[config.mk]
export PLATFORM = sky130hd
export DESIGN_NAME = rgu_pixel_scheduler
export DESIGN_NICKNAME = d
export VERILOG_FILES = /design/src/rtl/rgu_pixel_scheduler_pkg.sv /design/src/rtl/rgu_raster_counter.sv /design/src/rtl/rgu_pixel_scheduler.sv
export SDC_FILE = /design/constraint.sdc
export NUM_CORES = 1
export LEC_CHECK = 0
export BUFFER_PORTS_ARGS = -buffer_cell sky130_fd_sc_hd__buf_2
export CORE_ASPECT_RATIO = 0.9
export CORE_UTILIZATION = 55
export CTS_CLUSTER_DIAMETER = 150
export DETAILED_ROUTE_END_ITERATION = 8
export HOLD_SLACK_MARGIN = 0.08
export PLACE_DENSITY = 0.83
export SLEW_MARGIN = 20
export SYNTH_ARGS = -nofsm -noshare
export SYNTH_HDL_FRONTEND = slang
export SYNTH_HIERARCHICAL = 1
export SYNTH_SLANG_ARGS = --single-unit
[constraint.sdc]
create_clock -name iClock -period 6.6 [get_ports iClock]
set_input_delay 1.98 -clock iClock [delete_from_list [all_inputs] [get_ports iClock]]
set_output_delay 1.98 -clock iClock [all_outputs]
set_load 0.05 [all_outputs]
[src/rtl/rgu_pixel_scheduler_pkg.sv]
// Shared definitions for the RGU pixel scheduler: FSM encoding, default register
// addresses and the host-address bit that separates register file from instruction memory.
package rgu_pixel_scheduler_pkg;

    typedef enum logic [2:0] {
        ST_IDLE   = 3'd0,
        ST_LOAD_X = 3'd1,
        ST_LOAD_Y = 3'd2,
        ST_RUN    = 3'd3,
        ST_NEXT   = 3'd4,
        ST_FINISH = 3'd5
    } sched_state_t;

    localparam logic [7:0] REG_PIXEL_X_DEFAULT = 8'd2;
    localparam logic [7:0] REG_PIXEL_Y_DEFAULT = 8'd3;

    // Host address bit that selects instruction memory on the RGU; 0 means register file.
    localparam int RGU_UART_ADDR_INSN = 5;

    function automatic logic [7:0] regfile_addr(input logic [7:0] reg_idx);
        logic [7:0] a;
        a = reg_idx;
        a[RGU_UART_ADDR_INSN] = 1'b0;
        return a;
    endfunction

endpackage

[src/rtl/rgu_raster_counter.sv]
// Raster-order X/Y pixel counter: latches the frame resolution, steps X then Y,
// and flags the last pixel so the scheduler knows when the frame is complete.
module rgu_raster_counter #(
    parameter int COORD_W = 16
) (
    input  logic               clock,
    input  logic               reset,
    input  logic               load,
    input  logic               advance,
    input  logic [COORD_W-1:0] res_x,
    input  logic [COORD_W-1:0] res_y,
    output logic [COORD_W-1:0] x,
    output logic [COORD_W-1:0] y,
    output logic               last
);

    logic [COORD_W-1:0] res_x_q;
    logic [COORD_W-1:0] res_y_q;
    logic               x_end;
    logic               y_end;

    assign x_end = (x == res_x_q - COORD_W'(1));
    assign y_end = (y == res_y_q - COORD_W'(1));
    assign last  = x_end && y_end;

    // Advancing past the last pixel is suppressed so counters stay inside the frame.
    always_ff @(posedge clock) begin
        if (reset) begin
            res_x_q <= '0;
            res_y_q <= '0;
            x       <= '0;
            y       <= '0;
        end else if (load) begin
            res_x_q <= res_x;
            res_y_q <= res_y;
            x       <= '0;
            y       <= '0;
        end else if (advance && !last) begin
            if (x_end) begin
                x <= '0;
                y <= y + COORD_W'(1);
            end else begin
                x <= x + COORD_W'(1);
            end
        end
    end

endmodule

[src/rtl/rgu_pixel_scheduler.sv]
// Frame sequencer for the ray generation unit: loads pixel X/Y through the host port,
// runs the RGU until a pixel's pushes are seen, then steps raster order to frame end.
module rgu_pixel_scheduler
    import rgu_pixel_scheduler_pkg::*;
#(
    parameter int         COORD_W          = 16,
    parameter int         SCALE            = 16,
    parameter logic [7:0] REG_PIXEL_X      = REG_PIXEL_X_DEFAULT,
    parameter logic [7:0] REG_PIXEL_Y      = REG_PIXEL_Y_DEFAULT,
    parameter int         PUSHES_PER_PIXEL = 3,
    parameter int         WDOG_CYCLES      = 255
) (
    input  logic               iClock,
    input  logic               iReset,
    input  logic               iStart,
    input  logic               iAbort,
    input  logic [COORD_W-1:0] iResX,
    input  logic [COORD_W-1:0] iResY,
    input  logic               iFifoAlmostFull,
    input  logic               iRguFifoPush,
    output logic               oRguEnable,
    output logic               oRguSelected,
    output logic               oRguWrite,
    output logic [7:0]         oRguAddr,
    output logic [63:0]        oRguData,
    output logic [COORD_W-1:0] oPixelX,
    output logic [COORD_W-1:0] oPixelY,
    output logic               oBusy,
    output logic               oDone,
    output logic               oError,
    output sched_state_t       oState
);

    localparam int PUSH_W = $clog2(PUSHES_PER_PIXEL + 1);
    localparam int WDOG_W = $clog2(WDOG_CYCLES + 1);
    localparam logic [PUSH_W-1:0] PUSH_LAST = PUSH_W'(PUSHES_PER_PIXEL - 1);
    localparam logic [PUSH_W-1:0] PUSH_MAX  = PUSH_W'(PUSHES_PER_PIXEL);
    localparam logic [WDOG_W-1:0] WDOG_LAST = WDOG_W'(WDOG_CYCLES - 1);

    sched_state_t       state_q;
    logic [PUSH_W-1:0]  push_cnt;
    logic [WDOG_W-1:0]  wdog_cnt;
    logic               done_q;
    logic               error_q;
    logic               start_frame;
    logic               res_zero;
    logic               last_pixel;
    logic [COORD_W-1:0] pixel_x;
    logic [COORD_W-1:0] pixel_y;

    assign start_frame = (state_q == ST_IDLE) && iStart && !iAbort;
    assign res_zero    = (iResX == '0) || (iResY == '0);

    rgu_raster_counter #(
        .COORD_W (COORD_W)
    ) u_raster (
        .clock   (iClock),
        .reset   (iReset),
        .load    (start_frame),
        .advance ((state_q == ST_NEXT) && !iAbort),
        .res_x   (iResX),
        .res_y   (iResY),
        .x       (pixel_x),
        .y       (pixel_y),
        .last    (last_pixel)
    );

    // Host port and run enable decode straight from the state register, so they are
    // mutually exclusive by construction; enable stalls combinationally on almost-full.
    always_comb begin
        oRguSelected = 1'b0;
        oRguWrite    = 1'b0;
        oRguAddr     = '0;
        oRguData     = '0;
        oRguEnable   = (state_q == ST_RUN) && !iFifoAlmostFull;
        case (state_q)
            ST_LOAD_X: begin
                oRguSelected = 1'b1;
                oRguWrite    = 1'b1;
                oRguAddr     = regfile_addr(REG_PIXEL_X);
                oRguData     = {{(64 - COORD_W){1'b0}}, pixel_x} << SCALE;
            end
            ST_LOAD_Y: begin
                oRguSelected = 1'b1;
                oRguWrite    = 1'b1;
                oRguAddr     = regfile_addr(REG_PIXEL_Y);
                oRguData     = {{(64 - COORD_W){1'b0}}, pixel_y} << SCALE;
            end
            default: ;
        endcase
    end

    always_ff @(posedge iClock) begin
        if (iReset) begin
            state_q  <= ST_IDLE;
            push_cnt <= '0;
            wdog_cnt <= '0;
            done_q   <= 1'b0;
            error_q  <= 1'b0;
        end else begin
            done_q <= 1'b0;
            if (iAbort) begin
                state_q <= ST_IDLE;
            end else begin
                case (state_q)
                    ST_IDLE: begin
                        if (iStart) begin
                            error_q <= 1'b0;
                            state_q <= res_zero ? ST_FINISH : ST_LOAD_X;
                        end
                    end
                    ST_LOAD_X: state_q <= ST_LOAD_Y;
                    ST_LOAD_Y: begin
                        push_cnt <= '0;
                        wdog_cnt <= '0;
                        state_q  <= ST_RUN;
                    end
                    ST_RUN: begin
                        // Pushes count even while stalled: they were launched a cycle earlier.
                        if (iRguFifoPush && push_cnt != PUSH_MAX)
                            push_cnt <= push_cnt + 1'b1;
                        if (oRguEnable)
                            wdog_cnt <= wdog_cnt + 1'b1;
                        if (iRguFifoPush && push_cnt == PUSH_LAST) begin
                            state_q <= ST_NEXT;
                        end else if (oRguEnable && wdog_cnt == WDOG_LAST) begin
                            error_q <= 1'b1;
                            state_q <= ST_FINISH;
                        end
                    end
                    ST_NEXT:   state_q <= last_pixel ? ST_FINISH : ST_LOAD_X;
                    ST_FINISH: begin
                        done_q  <= 1'b1;
                        state_q <= ST_IDLE;
                    end
                    default:   state_q <= ST_IDLE;
                endcase
            end
        end
    end

    assign oPixelX = pixel_x;
    assign oPixelY = pixel_y;
    assign oBusy   = (state_q != ST_IDLE);
    assign oDone   = done_q;
    assign oError  = error_q;
    assign oState  = state_q;

endmodule

==> results of run 1 <==
==> layout make-up <==
class / count / area [um^2]
Tap cell: 126 / 158
Clock inverter: 6 / 38.8
Timing Repair Buffer: 97 / 488
Fill cell: 855 / 3800
Multi-Input combinational cell: 517 / 3450
Sequential cell: 79 / 1580
Clock buffer: 9 / 124
Inverter: 17 / 63.8
==> critical path, cell delays in order <==
cell and delay (ns):
buf_2 0.12, nor2_1 0.09, buf_2 0.28
==> power by group <==
| group | total [mW] | internal [mW] | switching [mW] | leakage [nW] |
|---|---|---|---|---|
| combinational | 0.253 | 0.0767 | 0.176 | 1.77 |
| sequential | 0.504 | 0.487 | 0.0176 | 0.640 |
| clock | 0.313 | 0.133 | 0.180 | 0.0809 |
| total | 1.07 | 0.696 | 0.374 | 2.49 |
==> state kept, by name, indices dropped and copies added (netlist names) <==
register / cells
oError: 1
push_cnt: 2
u_raster/res_y_q: 16
oDone: 1
u_raster/y: 16
wdog_cnt: 8
u_raster/x: 16
u_raster/res_x_q: 16
oState: 3
==> cells by family after synthesis <==
family | after synthesis | synth area share
AND/OR/NAND/NOR | 254 | 0.262
AO/OA/AOI/OAI | 113 | 0.157
buffers and inverters | 105 | 0.122
flip-flops | 79 | 0.288
XOR/XNOR | 48 | 0.0791
multiplexers | 40 | 0.0730
adder cells (fa/ha/maj) | 8 | 0.0182
other | 1 | 0.000683
==> synthesized netlist by cell type (4+ instances only) <==
| master | number |
|---|---|
| o41ai_1 | 7 |
| mux2i_1 | 40 |
| inv_1 | 17 |
| a22o_1 | 16 |
| clkbuf_1 | 14 |
| nand2_1 | 30 |
| and4_1 | 4 |
| xor2_1 | 30 |
| a211oi_1 | 4 |
| o21ai_1 | 5 |
| dfxtp_1 | 79 |
| o21ai_0 | 10 |
| nor4_1 | 16 |
| o211ai_1 | 8 |
| and3_1 | 5 |
| buf_6 | 6 |
| nor2b_1 | 6 |
| buf_2 | 6 |
| nand3_1 | 17 |
| buf_4 | 59 |
| or3_1 | 20 |
| nand4_1 | 19 |
| nand3b_1 | 5 |
| nor2_1 | 66 |
| nand2b_1 | 7 |
| o311ai_0 | 6 |
| o31ai_1 | 4 |
| xnor2_1 | 17 |
| ha_1 | 8 |
| a21oi_1 | 22 |
| or4_1 | 8 |
| nor3_1 | 14 |
==> worst paths after layout <==
check | endpoint | slack (ns) | depth (start not counted)
setup / recovery | oRguEnable | 2.15 | 3
hold / removal | oError | 0.48 | 2
setup reg to reg | u_raster/x[4] | 2.34 | 10
hold reg to reg | oError | 0.48 | 2
==> metrics by stage <==
step	cells	cell area, um^2	power, mW	hold slack (ns)	util
after floorplan	701	5690	0.745	0.461	-
after global placement	836	5730	0.753	0.454	0.591
after detailed placement	836	5730	0.764	0.462	0.591
after CTS	851	5890	1.07	0.474	0.608
after global routing	851	5900	1.12	0.528	0.608
final	851	5900	1.07	0.478	0.608
==> routing by layer <==
metal | part of all wire | GRT usage | up-vias
li1 | - | - | 2419
met1 | 0.40 | 0.345 | 2418
met2 | 0.51 | 0.491 | 260
met3 | 0.070 | 0.0627 | 37
met4 | 0.022 | 0.110 | 0
met5 | 0 | 0 | -
==> reports/metrics.csv, run 1 <==
metric;value;unit
area_growth;7.52;%
start_kind;input pin;
powerDensity;181;nW/um^2
yosys_warnings;6;
nets;767;
finalCritPeriodShare;0.674;
wl_per_cell;16.9;um
ys.flop_type;dfxtp_1;
drtIter0Drc;531;
drv_cap;0;
cp.required;4.62;ns
finalSetupViolations;0;
reg2reg_from;u_raster/res_x_q[0];
fin_crit;4.45;ns
clkTransAtPathRegs;0.08;ns
cts_tree;yes;
grt_pass1_wl;23500;um
globalRouteTotalUtil;0.286;
relSlewSlack;0.369;
total_leakage_power;2.49;nW
syn-cell-area;5490;um^2
min_from;oError;
final-max-slew-violation-count;0;
wirelength;14400;um
firstDrtPassIters;6;
layout_commonest_cell;buf_2;
htreeDepth;3;
fp.dieArea;10400;um^2
cts_resized;0;
cts_sinks;79;
postCtsHoldBufs;0;
ys_top_cells_by_area;dfxtp_1, buf_4, mux2i_1, xor2_1, nor2_1;
fp.coreArea;9700;um^2
portBuffers;96;
grt_pass1_vias;4815;
fmax;225;MHz
synthArstFlopShare;0;
synth_seq_cells;79;
ant_nets;0;
antenna_found_initial;0;
setup-tns-final;0;ns
die_w;107;um
hold_viol;0;
place.gp.congestion;0.930;
synth_top_area_share;0.288;
hold_class;reg -> reg;
tightestPinTransition;0.939;ns
ys_seq_area_frac;0.288;
fin_skew;0.0106;ns
cts_setup_buffers;0;
clk_latency;0.36;ns
root_buffer;clkbuf_8;
drc;0;
drive_gt1_frac;0.200;
outcome;complete, no violations;
cp.arrival;2.47;ns
syn_avg_cell_area;8.47;um^2
yosysTopAreaCell;dfxtp_1;
final_cell_mix;buf_2, dfxtp_1, nor2_1, conb_1, mux2i_1;
clk_path_buf_depth;2;
setup_ws;2.15;ns
die_y;96.8;um
startpoint;iFifoAlmostFull;
synth-edff-count;0;
grt_max_degree;53;
dp_hpwl;10700;um
ir_worst_vdd;176;uV
rsz0062_at_grt;false;
synth_cell_type_count;79;
path_class;in -> out;
synthCells;648;
vias;5134;
routed_via_density;6.03;
worstPathMaxFanout;3;
fp-row-count;34;
pin_count;151;
end_kind;output pin;
numCtsBuffers;9;
grt-ovfl-total;0;
n_antenna_cell;0;
start_util;0.566;
preCtsSetupSlack;2.15;ns
Note: power is estimated with default switching activity, not from simulation.
==> run 2, diff against run 1 <==
--- a/config.mk
+++ b/config.mk
@@ -5,13 +5,14 @@
 export SDC_FILE = /design/constraint.sdc
 export NUM_CORES = 1
 export LEC_CHECK = 0
+export ABC_AREA = 1
 export BUFFER_PORTS_ARGS = -buffer_cell sky130_fd_sc_hd__buf_2
 export CORE_ASPECT_RATIO = 0.9
 export CORE_UTILIZATION = 55
 export CTS_CLUSTER_DIAMETER = 150
 export DETAILED_ROUTE_END_ITERATION = 8
 export HOLD_SLACK_MARGIN = 0.08
-export PLACE_DENSITY = 0.83
+export PLACE_DENSITY = 0.82
 export SLEW_MARGIN = 20
 export SYNTH_ARGS = -nofsm -noshare
 export SYNTH_HDL_FRONTEND = slang
==> constraint.sdc (replaced) <==
create_clock -name iClock -period 4.54 [get_ports iClock]
set_input_delay 1.362 -clock iClock [delete_from_list [all_inputs] [get_ports iClock]]
set_output_delay 1.362 -clock iClock [all_outputs]
set_load 0.05 [all_outputs]
==> run 2 against run 1 <==
  * Design area is 15% higher
  * Total power is 86% higher
  * Routed wire length is 8.7% higher
  * Sequential power is 47% higher
  * Critical endpoint is now oRguData[21]
  * Largest power group is now clock
  * Largest cell class unchanged
  * Worst hold slack better by 0.017 ns
  * Highest routed layer unchanged
  * Global-route usage is 1.4 points lower
  * Critical path depth stayed put
  * Register-to-register slack worse by 0.89 ns
  * Synthesized cell count is 52% higher
  * Core utilization is 1.7 points higher
  * Critical path type is now reg -> out
  * Clock skew is 0.0037 ns lower
==> reports/metrics.csv, run 2 <==
metric;value;unit
final-max-slew-violation-count;0;
n_antenna_cell;0;
root_buffer;clkbuf_16;
end_kind;output pin;
drc;0;
finalCritPeriodShare;0.749;
die_y;102;um
fp.coreArea;10900;um^2
layout_commonest_cell;nand2_1;
rsz0062_at_grt;false;
fp-row-count;36;
cp.required;3.18;ns
relSlewSlack;0.320;
vias;6293;
syn-cell-area;6130;um^2
final_util;0.625;
htreeDepth;3;
hold_viol;0;
synthCells;984;
drv_cap;0;
fin_crit;3.40;ns
path_cells;nand3_1, o21ai_0, buf_2;
multi_input_area;3770;um^2
wirelength;15600;um
tightestPinTransition;1.02;ns
worstPathMaxFanout;17;
ant_nets;0;
antenna_found_initial;0;
firstDrtPassIters;5;
grt_pass1_vias;5259;
path_class;reg -> out;
yosys-top-cells-count;nand2_1, nor2_1, inv_1;
design_area;6790;um^2
routed_via_density;5.16;
synth_top_area_share;0.258;
numPlacedInstances;1204;
nFillCells;1058;
finalSetupViolations;0;
drtIter0Drc;494;
fp.dieArea;11600;um^2
clk_path_buf_depth;2;
ir_worst_vdd;201;uV
die_w;113;um
portBuffers;96;
globalRouteTotalUtil;0.272;
grt_pass1_wl;25000;um
yosysTopAreaCell;dfxtp_1;
drive_gt1_frac;0.153;
ys_top_cells_by_area;dfxtp_1, nand2_1, nor2_1, buf_4, inv_1;
synthArstFlopShare;0;
synth-edff-count;0;
total_leakage_power;3.14;nW
ys_seq_area_frac;0.258;
numCtsBuffers;9;
grt_max_degree;47;
crit_slowest_cell;nand3_1;
outcome;complete, no violations;
start_util;0.564;
nets;1109;
hold_class;reg -> reg;
cts_resized;0;
clk_latency;0.34;ns
place.gp.congestion;0.945;
cts_setup_buffers;0;
start_kind;flop;
wl_per_cell;12.8;um
cp.arrival;2.04;ns
ys.flop_type;dfxtp_1;
postCtsHoldBufs;0;
pin_count;151;
synth_seq_cells;79;
dp_hpwl;11800;um
cts_tree;yes;
yosys_warnings;6;
final_cell_mix;nand2_1, nor2_1, inv_1, buf_2, dfxtp_1;
critPathMaxStageDelay;0.50;ns
grt-ovfl-total;0;
powerDensity;293;nW/um^2
fin_cells;1220;
cts_sinks;79;
synth_cell_type_count;43;
crit_buf_inv;1;
syn_avg_cell_area;6.23;um^2
path_delay_family;simple AND/OR/NAND/NOR gates;
clkTransAtPathRegs;0.06;ns
post_dp_cell_area;6470;um^2
synth.most_common_cell;nand2_1;
fin_skew;0.00695;ns
seqCellArea;1580;um^2
fmax;294;MHz
area_growth;10.8;%
setup-tns-final;0;ns
[run 2: cell count changes in the layout (fill, tap and decap cells not counted), moves of 11 or more]
cell / before / now
a21oi_1: 22 / 53
a22o_1: 16 / 0
inv_1: 17 / 98
inv_2: 0 / 11
mux2i_1: 40 / 0
nand2_1: 30 / 229
nand3_1: 17 / 52
nor2_1: 66 / 152
o21ai_0: 10 / 57
or3_1: 20 / 0
[run 2: power by group]
part,total (mW),switching [mW],internal [mW]
Combinational,0.465,0.342,0.124
Clock,0.784,0.299,0.485
Sequential,0.740,0.0248,0.716
[run 2: cell type report]
cell class,instances,area share
multi-input combinational,762,0.556
sequential,79,0.233
timing repair buffer,98,0.0730
inverter,113,0.0629
clock buffer,10,0.0337
tap,152,0.0280
clock inverter,6,0.0136
[run 2: per-layer routing]
layer / vias up / global-route usage / wire [um]
li1: 3178 / - / -
met1: 2826 / 0.377 / 7260
met2: 273 / 0.431 / 6870
met3: 16 / 0.0581 / 1340
met4: 0 / 0.0729 / 138
met5: - / 0 / 0
[run 2: worst paths after layout]
| path | depth (start not counted) | from | to | slack (ns) |
|---|---|---|---|---|
| hold / removal | 2 | wdog_cnt[7] | wdog_cnt[7] | 0.50 |
| setup / recovery | 3 | oState[0] | oRguData[21] | 1.14 |
| hold reg to reg | 2 | wdog_cnt[7] | wdog_cnt[7] | 0.50 |
| setup reg to reg | 16 | u_raster/res_x_q[0] | u_raster/x[2] | 1.45 |
[run 2: logic make-up after synthesis]
family / share of synthesized area
AND/OR/NAND/NOR: 0.381
other: 0.000612
AO/OA/AOI/OAI: 0.106
adder cells (fa/ha/maj): 0.0163
XOR/XNOR: 0.0795
flip-flops: 0.258
buffers and inverters: 0.159
[run 2: stage by stage]
stage                     setup slack [ns]  power (mW)  hold WS (ns)
after floorplan                      0.900        1.17         0.451
after global placement                1.27        1.21         0.473
after detailed placement              1.25        1.21         0.482
after CTS                             1.16        2.00         0.491
after global routing                 0.991        2.08         0.517
final                                 1.14        1.99         0.495
[run 2: tightest hold or removal path: cells and delay by family (launching register included)]
kind,cells,cell delay [ns]
AND/OR/NAND/NOR,1,0.07
AO/OA/AOI/OAI,1,0.06
flip-flops,1,0.33
